### config.mk
export PLATFORM = sky130hd
export DESIGN_NAME = cpu_state_sequencer
export DESIGN_NICKNAME = d
export VERILOG_FILES = /design/src/rtl/cpu_state_pkg.sv /design/src/rtl/wrap_counter.sv /design/src/rtl/cpu_state_sequencer.sv
export SDC_FILE = /design/constraint.sdc
export NUM_CORES = 1
export LEC_CHECK = 0
export BUFFER_PORTS_ARGS = -buffer_cell sky130_fd_sc_hd__buf_2
export CELL_PAD_IN_SITES_DETAIL_PLACEMENT = 1
export CELL_PAD_IN_SITES_GLOBAL_PLACEMENT = 1
export CORE_MARGIN = 1.5
export CORE_UTILIZATION = 40
export CTS_CLUSTER_SIZE = 16
export DETAILED_ROUTE_END_ITERATION = 7
export HOLD_SLACK_MARGIN = 0.05
export PLACE_DENSITY_LB_ADDON = 0.08
export SLEW_MARGIN = 20
export SYNTH_ARGS = -nofsm -noshare
export SYNTH_HDL_FRONTEND = slang
export SYNTH_HIERARCHICAL = 1
export SYNTH_SLANG_ARGS = --single-unit
### constraint.sdc
create_clock -name clk -period 2.69 [get_ports clk]
set_input_delay 0.1345 -clock clk [delete_from_list [all_inputs] [get_ports clk]]
set_output_delay 0.1345 -clock clk [all_outputs]
set_load 0.01 [all_outputs]
### src/rtl/cpu_state_pkg.sv
// Cycle-state encodings shared by the sequencer and the instruction decoder.
package cpu_state_pkg;

  localparam logic [1:0] ST_FETCH = 2'b00;
  localparam logic [1:0] ST_EXEC1 = 2'b10;
  localparam logic [1:0] ST_EXEC2 = 2'b01;
  localparam logic [1:0] ST_IDLE  = 2'b11;

  typedef enum logic [2:0] {
    FSM_FETCH = 3'd0,
    FSM_EXEC1 = 3'd1,
    FSM_EXEC2 = 3'd2,
    FSM_PAUSE = 3'd3,
    FSM_HALT  = 3'd4
  } fsm_t;

  // PAUSE and HALT share ST_IDLE so the decoder keeps all its outputs inactive.
  function automatic logic [1:0] state_code(fsm_t s);
    case (s)
      FSM_FETCH: return ST_FETCH;
      FSM_EXEC1: return ST_EXEC1;
      FSM_EXEC2: return ST_EXEC2;
      default:   return ST_IDLE;
    endcase
  endfunction

endpackage

### src/rtl/wrap_counter.sv
// Free-running W-bit counter with synchronous reset; advances by one when en is high, wraps silently.
module wrap_counter #(
  parameter int W = 16
) (
  input  logic         clk,
  input  logic         reset,
  input  logic         en,
  output logic [W-1:0] count
);

  logic [W-1:0] count_d;
  logic [W-1:0] count_q;

  always_comb begin
    count_d = count_q;
    if (en) count_d = count_q + 1'b1;
  end

  always_ff @(posedge clk) begin
    if (reset) count_q <= '0;
    else       count_q <= count_d;
  end

  assign count = count_q;

endmodule

### src/rtl/cpu_state_sequencer.sv
// CPU cycle sequencer: FETCH -> EXEC1 -> (EXEC2) with wait states, pause/step, halt and fetch-timeout fault.
// All outputs registered; 2 cycles per simple instruction, 3 with EXEC2, plus memory wait cycles.
module cpu_state_sequencer
  import cpu_state_pkg::*;
#(
  parameter int CNT_W      = 16,
  parameter int WAIT_LIMIT = 15
) (
  input  logic             clk,
  input  logic             reset,
  input  logic             sm_extra,
  input  logic             halt_req,
  input  logic             mem_ready,
  input  logic             run_mode,
  input  logic             step,
  input  logic             resume,
  output logic [1:0]       state,
  output logic             halted,
  output logic             fault,
  output logic             instr_retired,
  output logic [CNT_W-1:0] retired_count,
  output logic [CNT_W-1:0] cycle_count
);

  localparam int WAIT_W = (WAIT_LIMIT < 2) ? 1 : $clog2(WAIT_LIMIT + 1);

  fsm_t              fsm_d, fsm_q;
  logic [1:0]        state_d, state_q;
  logic              halted_d, halted_q;
  logic              fault_d, fault_q;
  logic              retired_d, retired_q;
  logic [WAIT_W-1:0] wait_d, wait_q;
  logic              active;
  fsm_t              next_after_exec;

  assign next_after_exec = run_mode ? FSM_FETCH : FSM_PAUSE;
  assign active = (fsm_q == FSM_FETCH) || (fsm_q == FSM_EXEC1) || (fsm_q == FSM_EXEC2);

  always_comb begin
    fsm_d     = fsm_q;
    fault_d   = fault_q;
    wait_d    = '0;
    retired_d = 1'b0;
    case (fsm_q)
      FSM_FETCH: begin
        if (mem_ready) begin
          fsm_d = FSM_EXEC1;
        end else if ((WAIT_LIMIT != 0) && (wait_q == WAIT_W'(WAIT_LIMIT - 1))) begin
          // This cycle is the WAIT_LIMIT-th consecutive miss.
          fsm_d   = FSM_HALT;
          fault_d = 1'b1;
        end else begin
          wait_d = wait_q + 1'b1;
        end
      end
      FSM_EXEC1: begin
        if (halt_req) begin
          fsm_d     = FSM_HALT;
          retired_d = 1'b1;
        end else if (sm_extra) begin
          fsm_d = FSM_EXEC2;
        end else begin
          fsm_d     = next_after_exec;
          retired_d = 1'b1;
        end
      end
      FSM_EXEC2: begin
        fsm_d     = next_after_exec;
        retired_d = 1'b1;
      end
      FSM_PAUSE: begin
        if (step || run_mode) fsm_d = FSM_FETCH;
      end
      FSM_HALT: begin
        if (resume) begin
          fsm_d   = FSM_FETCH;
          fault_d = 1'b0;
        end
      end
      default: fsm_d = FSM_FETCH;
    endcase
    state_d  = state_code(fsm_d);
    halted_d = (fsm_d == FSM_HALT);
  end

  always_ff @(posedge clk) begin
    if (reset) begin
      fsm_q     <= FSM_FETCH;
      state_q   <= ST_FETCH;
      halted_q  <= 1'b0;
      fault_q   <= 1'b0;
      retired_q <= 1'b0;
      wait_q    <= '0;
    end else begin
      fsm_q     <= fsm_d;
      state_q   <= state_d;
      halted_q  <= halted_d;
      fault_q   <= fault_d;
      retired_q <= retired_d;
      wait_q    <= wait_d;
    end
  end

  wrap_counter #(.W(CNT_W)) u_retired_cnt (
    .clk   (clk),
    .reset (reset),
    .en    (retired_d),
    .count (retired_count)
  );

  wrap_counter #(.W(CNT_W)) u_cycle_cnt (
    .clk   (clk),
    .reset (reset),
    .en    (active),
    .count (cycle_count)
  );

  assign state         = state_q;
  assign halted        = halted_q;
  assign fault         = fault_q;
  assign instr_retired = retired_q;

endmodule
==> Word-level counts from Yosys, hierarchy flattened <==
Index checks and enable logic that the tools add are counted.
{ "word_totals": {"regBits": 44, "output_inout_bits": 37, "wordCells": 47, "in_bits": 8} }
{ "op_classes": {"n_reduce_logical": 8, "addsub": 3, "n_bitwise": 1, "n_eq_ne": 11, "n_mux": 16} }
{ "ops": {"columns": ["op", "n"], "rows": [
  ["16-bit by 1-bit adder with 16-bit output, second input constant", 2],
  ["3-bit two-way mux", 5],
  ["3-bit one-hot mux with 5 select lines", 1],
  ["3-bit by 2-bit == test with 1-bit output, second input constant", 3],
  ["3-bit by 1-bit == test with 1-bit output, second input constant", 2],
  ["3-bit == test, second input constant", 2],
  ["3-bit zero test", 2],
  ["2-bit one-hot mux with 3 select lines", 1],
  ["1-bit two-way mux", 5],
  ["4-bit by 1-bit adder with 4-bit output, second input constant", 1],
  ["4-bit == test, second input constant", 1],
  ["2-bit two-way mux", 2],
  ["2-bit != test, second input constant", 2],
  ["1-bit one-hot mux with 2 select lines", 2],
  ["4-bit AND reduction", 1],
  ["4-bit OR reduction", 1],
  ["1-bit logical OR", 3],
  ["2-bit by 1-bit != test with 1-bit output, second input constant", 1],
  ["2-bit nonzero test", 1],
  ["1-bit inverter", 1]
]} }

==> Longest topological paths before layout <==
{ "depth": {"word_depth": 6, "ltp_mapped": 7, "mapped_depth_nobuf": 7} }

==> Hierarchy <==
Netlist, hierarchy kept.
{ "by_module_without_submodules": {"columns": ["mod", "cells_each", "area_each_um2", "seq_area_each_um2", "n_inst"], "rows": [
  ["wrap_counter", 83, 757.0, 320.3, 2],
  ["cpu_state_sequencer", 53, 495.5, 240.2, 1]
]} }

==> Least setup slack after synthesis <==
No wires, ideal clock.
{ "synth_path": {"kind": "reg-to-reg", "from": "register fsm_q[0]", "to": "register u_retired_cnt.count_q[13] (netlist: u_retired_cnt/count[13])", "t_required_ns": 2.620, "setup_slack_ns": 0.508, "stages_incl_launch_ff": 8, "arrival_time_ns": 2.112, "n_path_buf": 0, "setup_time_ns": 0.070, "synth_period_minus_slack_ns": 2.182, "path_cell_list": "dfxtp_1 -> nor2b_1 -> o21ai_0 -> a21oi_1 -> nand4_4 -> nor4_4 -> or3b_1 -> a21oi_1"} }
{ "synth_via": {"elab_chain_cells": 2, "elab_cells_between_ends": 3, "cone_classes": "eq/ne (2); mux (1)"} }
{ "synth_lines": {"columns": ["element", "line_no", "rtl"], "rows": [
  ["from (decl)", "cpu_state_sequencer.sv:27", "fsm_t fsm_d, fsm_q;"],
  ["from (signal assigned)", "cpu_state_sequencer.sv:95", "fsm_q <= fsm_d;"],
  ["3-bit by 2-bit == test with 1-bit output / 3-bit by 1-bit == test with 1-bit output (equally long branches)", "cpu_state_sequencer.sv:44", "case (fsm_q)"],
  ["1-bit one-hot mux with 2 select lines (*)", "cpu_state_sequencer.sv:44", null],
  ["via retired_d", "cpu_state_sequencer.sv:31", "logic retired_d, retired_q;"],
  ["to (signal assigned)", "wrap_counter.sv:21", "else count_q <= count_d;"],
  ["to (decl)", "wrap_counter.sv:12", "logic [W-1:0] count_q;"]
]} }
The timed path passes the listed nets; every way through them passes the cells marked *.
A chain may end at the register's enable or synchronous reset.

==> Worst setup path after layout <==
Ends and elaborated chain as after synthesis.

==> flow_summary.yaml <==
global_routing:
  grt_pass1_wl_mm: 7.665
  globalRoute.totalOverflow: 0
  grt_use_total_pct: 18.35
  grt.met3_usage_pct: 5.075
  grt_max_degree: 29
  met1_usage_pct: 23.41
  grtUsageMet2_pct: 30.93
  grt_pass1_vias: 1634
  antenna_found_initial: 0
  grt.busiest_layer: "met2"
yosys:
  syn_area_mm2: 0.002009
  ys_types: 35
  ys_seq_area_share_pct: 43.84
  syn_area_per_cell_um2: 9.175
  synth_cells: 219
  yosysWarnings: 6
  synth-seq-cells: 44
  synth_nets: 231
clocking:
  clk_root_buffer_cell: "clkbuf_8"
  hold_buffers: 0
  cts_resized: 0
  cts_buffers: 5
  clock_latency_ns: 0.29
  clock_path_buffers: 2
  cts_tree: "done"
  postCtsSetupRepairBufs: 0
  path_clk_slew_ns: 0.08
  cts_sinks: 44
  h-tree-depth: 2
placement:
  portBuffers: 44
  gp_congestion: 0.7984
  dp_hpwl_mm: 3.344
  dpl.cell_count: 327
critical_path:
  cp_top_family: "simple AND/OR/NAND/NOR gates"
  start_kind: "flip-flop"
  crit_top_cell: "a21oi_1"
  crit_chain: "nor2b_1 -> o21ai_0 -> a21oi_1 -> nand4_4 -> nor4_4 -> or3b_1 -> a21oi_1"
  critical_path_required_ns: 2.92
  critical_path_class: "flip-flop to flip-flop"
  cp_num_buf_inv: 0
  cp_max_fo: 8
  crit_arrival_ns: 2.41
  critPathCaptureType: "flip-flop"
  crit_path_max_incr_delay_ns: 0.45
  crit_path_top_delay_cell: "dfxtp_1"
sta:
  tns_ns: 0
  worst_pin_slew_ns: 0.5076
  setup_viol: 0
  hold_viol: 0
  skew_ns: 0.003933
  slew_violations: 0
  relSlewSlack_pct: 66.16
  fmax_mhz: 457.9
  finalCriticalPeriod_ns: 2.184
  post-route-period-util_pct: 81.18
  timing.hold.ws_ns: 0.1578
  rsz0062_at_grt: "false"
floorplanning:
  die_area_mm2: 0.005458
  coreArea_mm2: 0.004786
  die_h_um: 73.88
  rows: 25
  ios: 45
  fp.dieW_um: 73.88
  initial_core_util_pct: 41.99
power:
  power_w: 0.001206
  cellPowerDensity_mw_per_mm2: 501.3
  p_leak_nw: 1.004
  peakVddDrop_mv: 0.2773
job:
  cap_violations: 0
routing:
  ant_nets: 0
  initialDrtViolationCount: 63
  drc: 0
  drtPass1Iterations: 4
  wl_per_cell_um: 13.54
  vias_per_cell: 5.119
  via_count: 1715
  finalWirelength_mm: 4.536
finish:
  final_core_util_pct: 50.27
  nets: 279
  fillers: 589
  antenna_cells: 0
  drive_gt1_share_pct: 27.24
  syn2layout_area_growth_pct: 19.74
  final_cell_mix: "dfxtp_1, buf_2, nor2_1"
  fin_cells: 335
outcome:
  outcome: "complete, no violations"
hold_path:
  min_path_type: "input port to flip-flop"
==> cell usage after synthesis <==
library cell	number	area, µm²
mux2_2	4	45.04
inv_1	8	30.03
a21oi_1	11	55.05
or3b_1	3	26.28
nor2_1	38	142.6
a31oi_1	3	18.77
xnor2_1	13	113.9
nand2b_1	3	18.77
nand4_1	3	18.77
a311oi_2	1	15.01
clkbuf_1	6	22.52
o21bai_1	1	7.510
mux2i_1	2	20.02
nand3b_1	1	7.510
nor4b_1	1	8.760
or2_1	1	6.260
nand4_2	2	25.02
nor4_4	2	42.54
ha_1	4	50.05
nor3_1	6	30.03
a221o_1	1	10.01
nor2b_1	4	25.02
xor2_1	9	78.83
or3_1	3	18.77
nand4_4	2	42.54
nand2_1	15	56.30
dfxtp_1	44	880.8
or2_2	2	12.51
o21ai_0	3	15.01
nor4b_2	2	30.03
nand3_1	7	35.03
a31o_2	3	26.28
and3_1	2	12.51
nor4_1	7	43.79
o41ai_1	2	17.52
==> routing by layer <==
| metal | up-vias | part of all wire [%] |
|---|---|---|
| li1 | 853 | - |
| met1 | 818 | 49 |
| met2 | 41 | 47 |
| met3 | 3 | 3.7 |
| met4 | 0 | 0.57 |
| met5 | - | 0 |
==> cell families (layout without fill, tap and decap cells) <==
| group | Yosys count | after routing | share of synthesized area, % |
|---|---|---|---|
| AOI/OAI and AO/OA | 25 | 25 | 8.219 |
| xor gates and xnor gates | 22 | 22 | 9.589 |
| adders and majority gates | 4 | 4 | 2.491 |
| buffers and inverters | 14 | 63 | 2.615 |
| DFF | 44 | 44 | 43.84 |
| muxes | 6 | 6 | 3.238 |
| and+or+nand+nor | 104 | 104 | 30.01 |
==> final timing paths <==
path,start,to,slack (ns),cells past startpoint
max,fsm_q[0],u_retired_cnt/count[13],0.51,7
min,resume,fault,0.16,3
max reg2reg,fsm_q[0],u_retired_cnt/count[13],0.51,7
min reg2reg,fault,fault,0.45,2
==> report_power, final <==
group / switching, W / total (W) / leakage [nW] / internal, W
logic: 0.0000522 / 0.0000920 / 0.597 / 0.0000398
registers: 0.0000201 / 0.000687 / 0.356 / 0.000667
clock network: 0.000222 / 0.000427 / 0.0510 / 0.000205
==> area by class of cell <==
cell class,count,area [µm²],area share [%]
flip-flops and latches,44,880.8,36.61
clock buffers,6,82.58,3.432
inverters,8,30.03,1.248
well taps,67,83.83,3.484
multi-input cells,161,1076,44.72
repair buffers,47,242.7,10.09
clock inverters,2,10.01,0.4160
==> through the flow <==
step / cell area, µm² / setup slack [ns]
2_1_floorplan: 2009 / 0.5081
5_1_grt: 2406 / 0.2878
6_report: 2406 / 0.5061
4_1_cts: 2406 / 0.5136
3_3_place_gp: 2313 / 0.5992
3_5_place_dp: 2313 / 0.5164
==> sequential cells by signal (all words and copies together), names as in the netlist <==
signal,flops
halted,1
u_cycle_cnt/count,16
fault,1
u_retired_cnt/count,16
instr_retired,1
fsm_q,3
state,2
wait_q,4
==> worst register-to-register path: cells and delay by family, from the launching register on <==
family,cells,cell delay (ns)
compound gates,3,0.54
flops,1,0.45
simple gates,4,1.13
Power figures use the tool's default switching activity.
